**src/rtl/cla_serial_adder.sv**
```systemverilog
// Nibble-serial WIDTH-bit adder: one 4-bit carry-lookahead slice per clock, LSB nibble first.
// Optional signed-overflow output enabled by defining CLA_SERIAL_OVF_EN.
module cla_serial_adder #(
  parameter int unsigned WIDTH = 16
) (
  input  logic             clk,
  input  logic             rst_n,
  input  logic             in_valid_i,
  output logic             in_ready_o,
  input  logic [WIDTH-1:0] a_i,
  input  logic [WIDTH-1:0] b_i,
  input  logic             cin_i,
  output logic             out_valid_o,
  input  logic             out_ready_i,
  output logic [WIDTH-1:0] y_o,
  output logic             cout_o
`ifdef CLA_SERIAL_OVF_EN
  ,
  output logic             ovf_o
`endif
);

  localparam int unsigned NIB  = WIDTH / 4;
  localparam int unsigned CntW = (NIB > 1) ? $clog2(NIB) : 1;

  typedef enum logic [1:0] {StIdle, StAdd, StDone} state_e;

  state_e            state_q, state_d;
  logic [CntW-1:0]   cnt_q, cnt_d;
  logic              carry_q, carry_d;
  logic [WIDTH-1:0]  a_q, a_d, b_q, b_d;
  logic [WIDTH-1:0]  y_q, y_d;
  logic              cout_q, cout_d;
  logic [3:0]        nib_a, nib_b, g, p, sum;
  logic [4:0]        c;
  logic              last;

  // Select the operand nibble addressed by the counter.
  always_comb begin
    nib_a = '0;
    nib_b = '0;
    for (int unsigned i = 0; i < NIB; i++) begin
      if (cnt_q == CntW'(i)) begin
        nib_a = a_q[4*i +: 4];
        nib_b = b_q[4*i +: 4];
      end
    end
  end

  // 4-bit carry-lookahead slice.
  always_comb begin
    g    = nib_a & nib_b;
    p    = nib_a ^ nib_b;
    c[0] = carry_q;
    c[1] = g[0] | (p[0] & c[0]);
    c[2] = g[1] | (p[1] & g[0]) | (p[1] & p[0] & c[0]);
    c[3] = g[2] | (p[2] & g[1]) | (p[2] & p[1] & g[0]) | (p[2] & p[1] & p[0] & c[0]);
    c[4] = g[3] | (p[3] & g[2]) | (p[3] & p[2] & g[1]) | (p[3] & p[2] & p[1] & g[0])
         | (p[3] & p[2] & p[1] & p[0] & c[0]);
    sum  = p ^ c[3:0];
  end

  assign last = (cnt_q == CntW'(NIB - 1));

`ifdef CLA_SERIAL_OVF_EN
  logic ovf_q, ovf_d;
`endif

  always_comb begin
    state_d     = state_q;
    cnt_d       = cnt_q;
    carry_d     = carry_q;
    a_d         = a_q;
    b_d         = b_q;
    y_d         = y_q;
    cout_d      = cout_q;
`ifdef CLA_SERIAL_OVF_EN
    ovf_d       = ovf_q;
`endif
    in_ready_o  = (state_q == StIdle);
    out_valid_o = (state_q == StDone);
    case (state_q)
      StIdle: begin
        if (in_valid_i) begin
          a_d     = a_i;
          b_d     = b_i;
          carry_d = cin_i;
          cnt_d   = '0;
          y_d     = '0;
          state_d = StAdd;
        end
      end
      StAdd: begin
        for (int unsigned i = 0; i < NIB; i++) begin
          if (cnt_q == CntW'(i)) y_d[4*i +: 4] = sum;
        end
        carry_d = c[4];
        if (last) begin
          cout_d  = c[4];
`ifdef CLA_SERIAL_OVF_EN
          ovf_d   = (a_q[WIDTH-1] == b_q[WIDTH-1]) && (sum[3] != a_q[WIDTH-1]);
`endif
          // Counter parks at zero so it never exceeds NIB-1.
          cnt_d   = '0;
          state_d = StDone;
        end else begin
          cnt_d = cnt_q + 1'b1;
        end
      end
      StDone: begin
        if (out_ready_i) state_d = StIdle;
      end
      default: state_d = StIdle;
    endcase
  end

  always_ff @(posedge clk or negedge rst_n) begin
    if (!rst_n) begin
      state_q <= StIdle;
      cnt_q   <= '0;
      carry_q <= 1'b0;
      a_q     <= '0;
      b_q     <= '0;
      y_q     <= '0;
      cout_q  <= 1'b0;
`ifdef CLA_SERIAL_OVF_EN
      ovf_q   <= 1'b0;
`endif
    end else begin
      state_q <= state_d;
      cnt_q   <= cnt_d;
      carry_q <= carry_d;
      a_q     <= a_d;
      b_q     <= b_d;
      y_q     <= y_d;
      cout_q  <= cout_d;
`ifdef CLA_SERIAL_OVF_EN
      ovf_q   <= ovf_d;
`endif
    end
  end

  assign y_o    = y_q;
  assign cout_o = cout_q;
`ifdef CLA_SERIAL_OVF_EN
  assign ovf_o  = ovf_q;
`endif

endmodule

```
**config.mk**
```make
export PLATFORM = sky130hd
export DESIGN_NAME = cla_serial_adder
export DESIGN_NICKNAME = d
export VERILOG_FILES = /design/src/rtl/cla_serial_adder.sv
export SDC_FILE = /design/constraint.sdc
export NUM_CORES = 1
export LEC_CHECK = 0
export ABC_AREA = 1
export CAP_MARGIN = 20
export CORE_MARGIN = 5
export CORE_UTILIZATION = 51
export DETAILED_ROUTE_END_ITERATION = 7
export PLACE_DENSITY = 0.8
export SETUP_SLACK_MARGIN = 0.2
export SYNTH_ARGS = -nofsm -noshare
export SYNTH_HDL_FRONTEND = slang
export SYNTH_SLANG_ARGS = --single-unit
```
**constraint.sdc**
```tcl
create_clock -name clk -period 3 [get_ports clk]
set_clock_uncertainty 0.1 [all_clocks]
set_input_delay 0.6 -clock clk [delete_from_list [all_inputs] [get_ports clk]]
set_output_delay 0.6 -clock clk [all_outputs]
set_load 0.01 [all_outputs]
```
==> impl_metrics.tcl <==
set metrics [dict create \
    status "finished clean" \
    track_usage_pct 18.1 \
    nFillCells 482 \
    drc 0 \
    drt_iter0_drc 117 \
    fin_util_pct 65.5 \
    hold_viol 0 \
    synth_warnings 0 \
    min_path_type "in2async" \
    cp-start-kind "register" \
    avgSynthCellArea_sq_um 8.20 \
    setup_ws_ps 428 \
    cp_cell_sequence "inv_1 > ha_1 > inv_2 > nand3_1 > nand2_1 > o211ai_1 > nand2_1 > inv_1 > fa_1 > xor2_1 > nor2_1 > nand2_1 > nand2_1" \
    dpl_cell_area_sq_um 3270 \
    rows 26 \
    synth_top_area_cell "dfrtp_1" \
    end_kind "register" \
    cpMostUsedCell "nand2_1" \
    drtAntennaViolNets 0 \
    synth-seq-area-share_pct 49.9 \
    synth_fa_ha_area_share_pct 4.90 \
    tightestPinTransition_ps 494 \
    rsz0062_at_grt "no" \
    max_cap_violations 0 \
    initial_core_util_pct 52.7 \
    routed-via-count 2253 \
    hold_ws_ps 154 \
    clk_path_buf_depth 2 \
    switchingPower_mw 1.85 \
    ios 56 \
    setup_viol 0 \
    dp_slack_ps 418 \
    nets 429 \
    synth_xor_area_share_pct 0.324 \
    grt_pass1_vias 2195 \
    path_class "reg2reg" \
    synth-simple-area-share_pct 29.5 \
    crit_fanout 11 \
    syn_area_sq_um 2710 \
    numPortBuffers 55 \
    core_sq_um 5140 \
    drive_gt1_share_pct 8.88 \
    yosysUniqueCellTypes 25 \
    seqPwrFrac_pct 32.6 \
    syn_inst 330 \
    synth_top_family_by_area "simple AND/OR/NAND/NOR gates" \
    finalWeightedCongestion 0.937 \
    cpPeakStageDelay_ps 380 \
    overflow 0 \
    period_share_pct 85.7 \
    clk_latency_ps 320 \
    final.setup.tns_ps 0 \
    fin_area_sq_um 3370 \
    area_delta_synth_final_pct 24.4 \
    powerDensity_nw_per_um2 1160 \
    fp.dieH_microns 82.8 \
    die_x_microns 82.8 \
    path_delay_family "simple AND/OR/NAND/NOR gates" \
    synth_compound_area_share_pct 8.09 \
    numCtsBuffers 5 \
    final_cells 453 \
    synthTopCellsByArea "dfrtp_1, nand2_1, ha_1" \
    drt-vias-per-instance 4.97 \
    dr.pass1.iters 4 \
    diodes 0 \
    yosysMostFrequentCell "nand2_1" \
    slew_viol_final 0 \
    muxShareOfSynthArea_pct 0 \
    multi_input_area_sq_um 1160 \
    die_area_sq_um 6860 \
    antenna_found_initial 0 \
    path_buf_inv 3 \
    synth_top_flop_cell "dfrtp_1" \
    synth_async_sr_flop_share_pct 100 \
    slowest_stage "dfrtp_1" \
    synth_seq_cells 54 \
    combPwrFrac_pct 56.6 \
    cts_max_level 2 \
    grt_pass1_wl_mm 10.2 \
    synth_common_cells "nand2_1, dfrtp_1, inv_1, a21oi_1, nand3_1" \
    wl_per_cell_microns 13.2 \
    critPathRequiredTime_ps 3160 \
    max_freq_ghz 0.389 \
    p_sw_share_pct 47.3 \
    cts_tree "done" \
    final-seq-area_sq_um 1350 \
    dp_hpwl_mm 4.49 \
    slew_headroom_pct 67.0 \
    cts_hold_buf 0 \
    vdd_drop_max_v 0.000544 \
    power_mw 3.92 \
    synth_top_area_share_pct 49.9 \
    crit_arrival_ps 2730 \
    syn_nets 377 \
    grt_max_degree 55 \
    fin_crit_ps 2570 \
    p_int_mw 2.07 \
    cts.sinks 54 \
    root_buffer "clkbuf_8" \
    pwr-share-clk_pct 10.8 \
    postRouteWirelength_mm 5.96 \
    dp.cells 445 \
    power_leakage_nw 1.73 \
    synth_edf_count 0 \
    path_clk_slew_ps 110 \
]
cell usage in the layout (no fill, tap or decap), types with 2 or more instances in the layout:
master / instances
nor2_4: 2
a21oi_1: 15
nand2_1: 159
inv_2: 8
dfrtp_1: 54
clkbuf_8: 5
nand2_4: 3
o21ai_0: 6
nand4_1: 9
o211ai_1: 3
o21ai_1: 3
clkdlybuf4s50_1: 54
ha_1: 9
nor2_1: 9
clkinvlp_4: 2
o21ai_2: 6
nand3_1: 10
inv_1: 15
sequential cells by signal (all words and copies together), names as in the netlist:
name     cells
a_q         16
b_q         16
y_o         16
cnt_q        2
state_q      2
cout_o       1
carry_q      1
worst reg2reg max path, delay by kind of cell, from the launching register on:
| kind | cells | cell delay (ps) |
|---|---|---|
| fa+ha+maj | 2 | 660 |
| compound gates | 1 | 100 |
| buf+inv | 3 | 350 |
| simple gates | 6 | 780 |
| flops | 1 | 380 |
| xor+xnor | 1 | 150 |
power by group through the flow:
stage | sequential, mW | clock, mW | combinational (mW)
finish | 1.28 | 0.422 | 2.22
global route | 1.31 | 0.467 | 2.50
CTS | 1.28 | 0.430 | 2.21
detailed placement | 1.29 | 0 | 2.19
global placement | 1.28 | 0 | 2.10
floorplan | 1.26 | 0 | 1.60
per-layer routing:
layer	GRT usage, %	routed length [microns]	vias up
met5	0	0	-
met4	4.90	74	0
met3	4.36	348	8
met2	30.1	2890	60
met1	23.6	2640	1048
li1	-	-	1137
path summary, 6_finish.rpt:
path | endpoint | depth (start not counted) | from | slack, ps
hold / removal | carry_q | 2 | rst_n | 150
hold reg to reg | a_q[14] | 2 | a_q[14] | 380
max in group asynchronous | cnt_q[0] | 2 | rst_n | 2390
min in group clk | a_q[14] | 2 | a_q[14] | 380
setup reg to reg | y_o[5] | 13 | cnt_q[1] | 430
setup / recovery | y_o[5] | 13 | cnt_q[1] | 430
cell type report:
cell class	count	share of cell area (%)
clock inverters	3	0.743
inverters	25	2.97
well taps	70	2.60
clock buffers	5	2.04
repair buffers	57	17.0
multi-input cells	239	34.5
flip-flops and latches	54	40.1
kinds of logic after synthesis:
| logic type | after synthesis |
|---|---|
| and+or+nand+nor | 193 |
| DFF | 54 |
| buffers and inverters | 37 |
| AOI/OAI and AO/OA | 35 |
| adders and majority gates | 10 |
| xor gates and xnor gates | 1 |
what timing repair did:
| item | in CTS | in global routing |
|---|---|---|
| resized for setup | 0 | 1 |
| setup endpoints to repair | 0 | 2 |
| buffers inserted | 0 | 0 |
Note: power is estimated with default switching activity, not from simulation.
